===== src/rtl/fb_pixel_writer.sv =====
// fb_pixel_writer
//   Buffers pixel write requests from the drawing logic and turns them into
//   single-port framebuffer writes, yielding the port to scan-out reads.
//   Also performs a full-frame fill with a latched colour on request.
//
// Ports
//   clk, rst_n              clock, asynchronous active-low reset
//   pix_valid/pix_ready     pixel request handshake (ready = FIFO not full)
//   pix_x, pix_y, pix_color pixel column, row and RGB444 colour
//   rd_req                  scan-out owns the framebuffer port this cycle
//   fill_start, fill_color  full-frame fill request and its colour
//   fb_we, fb_addr, fb_wdata registered framebuffer write port
//   fill_done               one-cycle pulse after the last fill write
//   drop_cnt                saturating count of out-of-range requests
//   busy                    FIFO non-empty, fill in progress or write pending
module fb_pixel_writer #(
    parameter int H_RES      = 160,
    parameter int V_RES      = 120,
    parameter int FIFO_DEPTH = 4      // power of 2, at least 2
) (
    input  logic        clk,
    input  logic        rst_n,
    input  logic        pix_valid,
    output logic        pix_ready,
    input  logic [7:0]  pix_x,
    input  logic [7:0]  pix_y,
    input  logic [11:0] pix_color,
    input  logic        rd_req,
    input  logic        fill_start,
    input  logic [11:0] fill_color,
    output logic        fb_we,
    output logic [14:0] fb_addr,
    output logic [11:0] fb_wdata,
    output logic        fill_done,
    output logic [7:0]  drop_cnt,
    output logic        busy
);

    localparam int          PW        = $clog2(FIFO_DEPTH);
    localparam logic [PW:0] FULL_CNT  = (PW+1)'(FIFO_DEPTH);
    localparam logic [8:0]  H_LIM     = 9'(H_RES);
    localparam logic [8:0]  V_LIM     = 9'(V_RES);
    localparam logic [14:0] FILL_LAST = 15'(H_RES * V_RES - 1);

    typedef enum logic {RUN, FILL} state_t;

    state_t        state;
    logic [27:0]   mem [FIFO_DEPTH];
    logic [PW-1:0] wr_ptr, rd_ptr;
    logic [PW:0]   count;
    logic [14:0]   fill_cnt;
    logic [11:0]   fill_col;
    logic          fill_last;

    logic          push, pop, in_range;
    logic [7:0]    hx, hy;
    logic [11:0]   hc;
    logic [14:0]   head_addr;

    assign pix_ready = (count != FULL_CNT);
    assign push      = pix_valid && pix_ready;
    assign pop       = (state == RUN) && (count != '0) && !rd_req;

    assign hx        = mem[rd_ptr][27:20];
    assign hy        = mem[rd_ptr][19:12];
    assign hc        = mem[rd_ptr][11:0];
    assign in_range  = ({1'b0, hx} < H_LIM) && ({1'b0, hy} < V_LIM);
    // Constant multiply reduces to shift-and-add (y*160 = (y<<7)+(y<<5));
    // only meaningful for in-range coordinates, which never exceed 15 bits.
    assign head_addr = 15'(hy) * 15'(H_RES) + 15'(hx);

    assign busy      = (count != '0) || (state == FILL) || fb_we;

    // Storage needs no reset: occupancy is tracked by the pointers and count.
    always_ff @(posedge clk) begin
        if (push)
            mem[wr_ptr] <= {pix_x, pix_y, pix_color};
    end

    always_ff @(posedge clk or negedge rst_n) begin
        if (!rst_n) begin
            state     <= RUN;
            wr_ptr    <= '0;
            rd_ptr    <= '0;
            count     <= '0;
            fill_cnt  <= '0;
            fill_col  <= '0;
            fill_last <= 1'b0;
            fill_done <= 1'b0;
            fb_we     <= 1'b0;
            fb_addr   <= '0;
            fb_wdata  <= '0;
            drop_cnt  <= '0;
        end else begin
            fb_we     <= 1'b0;
            fill_last <= 1'b0;
            // fill_done trails the last fill write by one cycle
            fill_done <= fill_last;

            if (push)
                wr_ptr <= wr_ptr + 1'b1;
            if (pop)
                rd_ptr <= rd_ptr + 1'b1;
            if (push && !pop)
                count <= count + 1'b1;
            else if (pop && !push)
                count <= count - 1'b1;

            case (state)
                RUN: begin
                    if (pop) begin
                        if (in_range) begin
                            fb_we    <= 1'b1;
                            fb_addr  <= head_addr;
                            fb_wdata <= hc;
                        end else if (drop_cnt != '1) begin
                            drop_cnt <= drop_cnt + 1'b1;
                        end
                    end
                    if (fill_start) begin
                        state    <= FILL;
                        fill_col <= fill_color;
                        fill_cnt <= '0;
                    end
                end
                FILL: begin
                    if (!rd_req) begin
                        fb_we    <= 1'b1;
                        fb_addr  <= fill_cnt;
                        fb_wdata <= fill_col;
                        if (fill_cnt == FILL_LAST) begin
                            state     <= RUN;
                            fill_last <= 1'b1;
                        end else begin
                            fill_cnt <= fill_cnt + 1'b1;
                        end
                    end
                end
                default: state <= RUN;
            endcase
        end
    end

endmodule


===== config.mk =====
export PLATFORM = sky130hd
export DESIGN_NAME = fb_pixel_writer
export DESIGN_NICKNAME = d
export VERILOG_FILES = /design/src/rtl/fb_pixel_writer.sv
export SDC_FILE = /design/constraint.sdc
export NUM_CORES = 1
export LEC_CHECK = 0
export CAP_MARGIN = 20
export CORE_UTILIZATION = 60
export DETAILED_ROUTE_END_ITERATION = 7
export DONT_BUFFER_PORTS = 1
export PLACE_DENSITY = 0.78
export SLEW_MARGIN = 20
export SYNTH_ARGS = -nofsm -noshare
export SYNTH_HDL_FRONTEND = slang
export SYNTH_SLANG_ARGS = --single-unit

===== constraint.sdc =====
create_clock -name clk -period 8.2 [get_ports clk]
set_clock_uncertainty 0.15 [all_clocks]
set_input_delay 2.46 -clock clk [delete_from_list [all_inputs] [get_ports clk]]
set_output_delay 2.46 -clock clk [all_outputs]
set_load 0.005 [all_outputs]

==> results.sh <==
export IMPL_status="completed"
export IMPL_place_hpwl_um=8900
export IMPL_placed_cell_area_um2=8080
export IMPL_max_slew_margin=0.346
export IMPL_path_buf_inv=0
export IMPL_drt_iter0_markers=292
export IMPL_ys_seq_area_frac=0.656
export IMPL_grtUsageTotal=0.228
export IMPL_totalWireLength_um=13800
export IMPL_synthesis_nets=589
export IMPL_maxSlewViolCount=0
export IMPL_synth_edf_count=112
export IMPL_finalSetupTns_ps=0
export IMPL_area_growth_pct=9.39
export IMPL_grt_max_degree=74
export IMPL_yosys_top_cells_area="edfxtp_1 42%, dfrtp_1 23%, mux4_2 7.4%"
export IMPL_netlist_instances=519
export IMPL_hp_class="flip-flop to flip-flop"
export IMPL_crit_arrival_ps=1710
export IMPL_path_clk_slew_ps=60
export IMPL_cts_inserted_buffers=17
export IMPL_die_area_um2=13700
export IMPL_antenna_found_initial=0
export IMPL_slowest_delay_ps=750
export IMPL_grt_overflow_total=0
export IMPL_syn_avg_cell_area_um2=15.3
export IMPL_crit_fanout=42
export IMPL_ant_nets=0
export IMPL_gp_congestion=0.800
export IMPL_final_area_um2=8660
export IMPL_grt_pass1_vias=4339
export IMPL_p_leak_nw=3.43
export IMPL_critPathSlowestCell="dfrtp_2"
export IMPL_nNetsFinal=596
export IMPL_cts_sinks=185
export IMPL_vdd_ir_drop_max_mv=0.164
export IMPL_yosys_warnings=0
export IMPL_finalPower_mw=2.68
export IMPL_cts_root_buf="clkbuf_16"
export IMPL_fmax_ghz=0.232
export IMPL_dpl_worst_slack_ps=3730
export IMPL_worstMarginPinSlew_ps=981
export IMPL_clk_path_buf_depth=2
export IMPL_maxCapViolations=0
export IMPL_syn_cell_area_um2=7920
export IMPL_drive_gt1_frac=0.165
export IMPL_postCtsSetupBuffers=0
export IMPL_yosysTopAreaCell="edfxtp_1"
export IMPL_htreeDepth=4
export IMPL_critPathLaunchType="flip-flop"
export IMPL_endpoint_kind="output pin"
export IMPL_synthArstFlopShare=0.395
export IMPL_period_minus_slack_ps=4320
export IMPL_hold_viol_final=0
export IMPL_cts_hold_buf=0
export IMPL_cp_required_ps=5590
export IMPL_min_delay_start="fill_last"
export IMPL_cts_tree="yes"
export IMPL_fin_crit_sh=0.526
export IMPL_antennaDiodeCount=0
export IMPL_yosys_cell_types_count=46
export IMPL_crit_path_start="state"
export IMPL_via_per_inst=5.81
export IMPL_finalNonFillerCells=711
export IMPL_netlist_area_leader_share=0.425
export IMPL_rows=41
export IMPL_ys_flop_type="edfxtp_1"
export IMPL_worstSetupPathType="flip-flop to output pin"
export IMPL_crit_family="flip-flops"
export IMPL_power_density_nw_per_um2=310
export IMPL_die_h_um=117
export IMPL_first_pass_iters=4
export IMPL_clk_latency_ps=420
export IMPL_ioPinCount=84
export IMPL_post_cts_resized=0
export IMPL_setup_slack_ps=3880
export IMPL_core_area_um2=12700
export IMPL_grt_pass1_wl_um=22200
export IMPL_path_cells="or3_1"
export IMPL_dp_cells=679
export IMPL_place_port_buffers=0
export IMPL_rsz0062_at_grt="no"
export IMPL_wl_per_cell_um=19.5
export IMPL_die_w_um=117
export IMPL_start_util=0.622
export IMPL_synth_seq_cells=185
export IMPL_drcViolationCount=0
export IMPL_final_setup_viol_count=0
export IMPL_rr_startpoint="rd_ptr[0]"
export IMPL_vias=4132
-- area by class of cell --
type,instances,area [um^2]
clock buffer,24,524
clock inverter,8,55.1
fill,897,4060
inverter,15,56.3
multi-input combinational,300,2560
sequential,185,5190
tap,172,215
timing repair buffer,7,52.6
-- cell usage in the layout, fill, tap and decap left out, types with 5 or more instances in the layout --
| cell type | netlist | routed |
|---|---|---|
| nand2_1 | 45 | 45 |
| dfrtp_1 | 73 | 71 |
| nor2_1 | 32 | 32 |
| o21ai_0 | 8 | 8 |
| o21ai_1 | 26 | 26 |
| mux2_2 | 14 | 14 |
| mux4_2 | 26 | 26 |
| inv_1 | 14 | 14 |
| clkbuf_16 | 0 | 19 |
| nand3_1 | 9 | 9 |
| ha_1 | 22 | 22 |
| nor3_1 | 5 | 5 |
| mux2i_1 | 20 | 20 |
| xor2_1 | 19 | 19 |
| and3_1 | 8 | 8 |
| buf_4 | 0 | 7 |
| xnor2_1 | 19 | 19 |
| a21oi_1 | 12 | 12 |
| edfxtp_1 | 112 | 112 |
-- metrics by stage --
step                hold slack [ps]   util
floorplan                       181      -
global placement                187  0.635
detailed placement              189  0.635
CTS                             203  0.681
global route                    204  0.681
finish                          203  0.681
-- worst paths after layout --
| path | endpoint | slack (ps) | depth (start not counted) |
|---|---|---|---|
| max | busy | 3880 | 1 |
| min | fill_done | 200 | 0 |
| max reg2reg | fb_addr[12] | 4200 | 12 |
| min reg2reg | fill_done | 200 | 0 |
| max in group asynchronous | rd_ptr[0] | 6180 | 0 |
| min in group asynchronous | fb_addr[10] | 1580 | 0 |
-- metal layers --
layer  global-route usage  part of all wire  vias to the layer above  wire length, um
met5                    0                 0                        -                0
met2                0.366              0.49                      125             6790
met1                0.292              0.42                     2062             5750
met4               0.0987             0.018                        0              255
li1                     -                 -                     1927                -
met3               0.0659             0.075                       18             1040
-- flip-flops by register name, summed over array words and instances (netlist names), 3 cells and up --
name	cells
count	3
drop_cnt	8
fb_addr	15
fb_wdata	12
fill_cnt	15
fill_col	12
mem	112
-- report_power, final --
part,switching [mW],total (mW),leakage [nW],internal [mW]
registers,0.0789,1.25,1.97,1.17
logic,0.359,0.653,1.18,0.293
clock network,0.333,0.783,0.288,0.450
total,0.771,2.68,3.43,1.91
-- kinds of logic after synthesis --
| family | Yosys count | synth area share |
|---|---|---|
| buffers and inverters | 34 | 0.0209 |
| flip-flops | 185 | 0.656 |
| adder cells (fa/ha/maj) | 25 | 0.0424 |
| multiplexers | 63 | 0.127 |
| AND/OR/NAND/NOR | 122 | 0.0743 |
| AO/OA/AOI/OAI | 52 | 0.0376 |
| XOR/XNOR | 38 | 0.0420 |
-- cells in the mapped netlist (5+ instances only) --
library cell and n:
nand2_1 45, buf_2 6, nand3_1 9, mux4_2 26, nor2_1 32, nor2b_1 5, edfxtp_1 112, a21oi_1 12
inv_1 14, o21ai_1 26, mux2i_1 20, o21ai_0 8, dfrtp_1 73, nor3_1 5, ha_1 22, xor2_1 19
xnor2_1 19, clkbuf_1 6, mux2_2 14, and3_1 8
No activity file was read; power rests on OpenSTA's default activity.
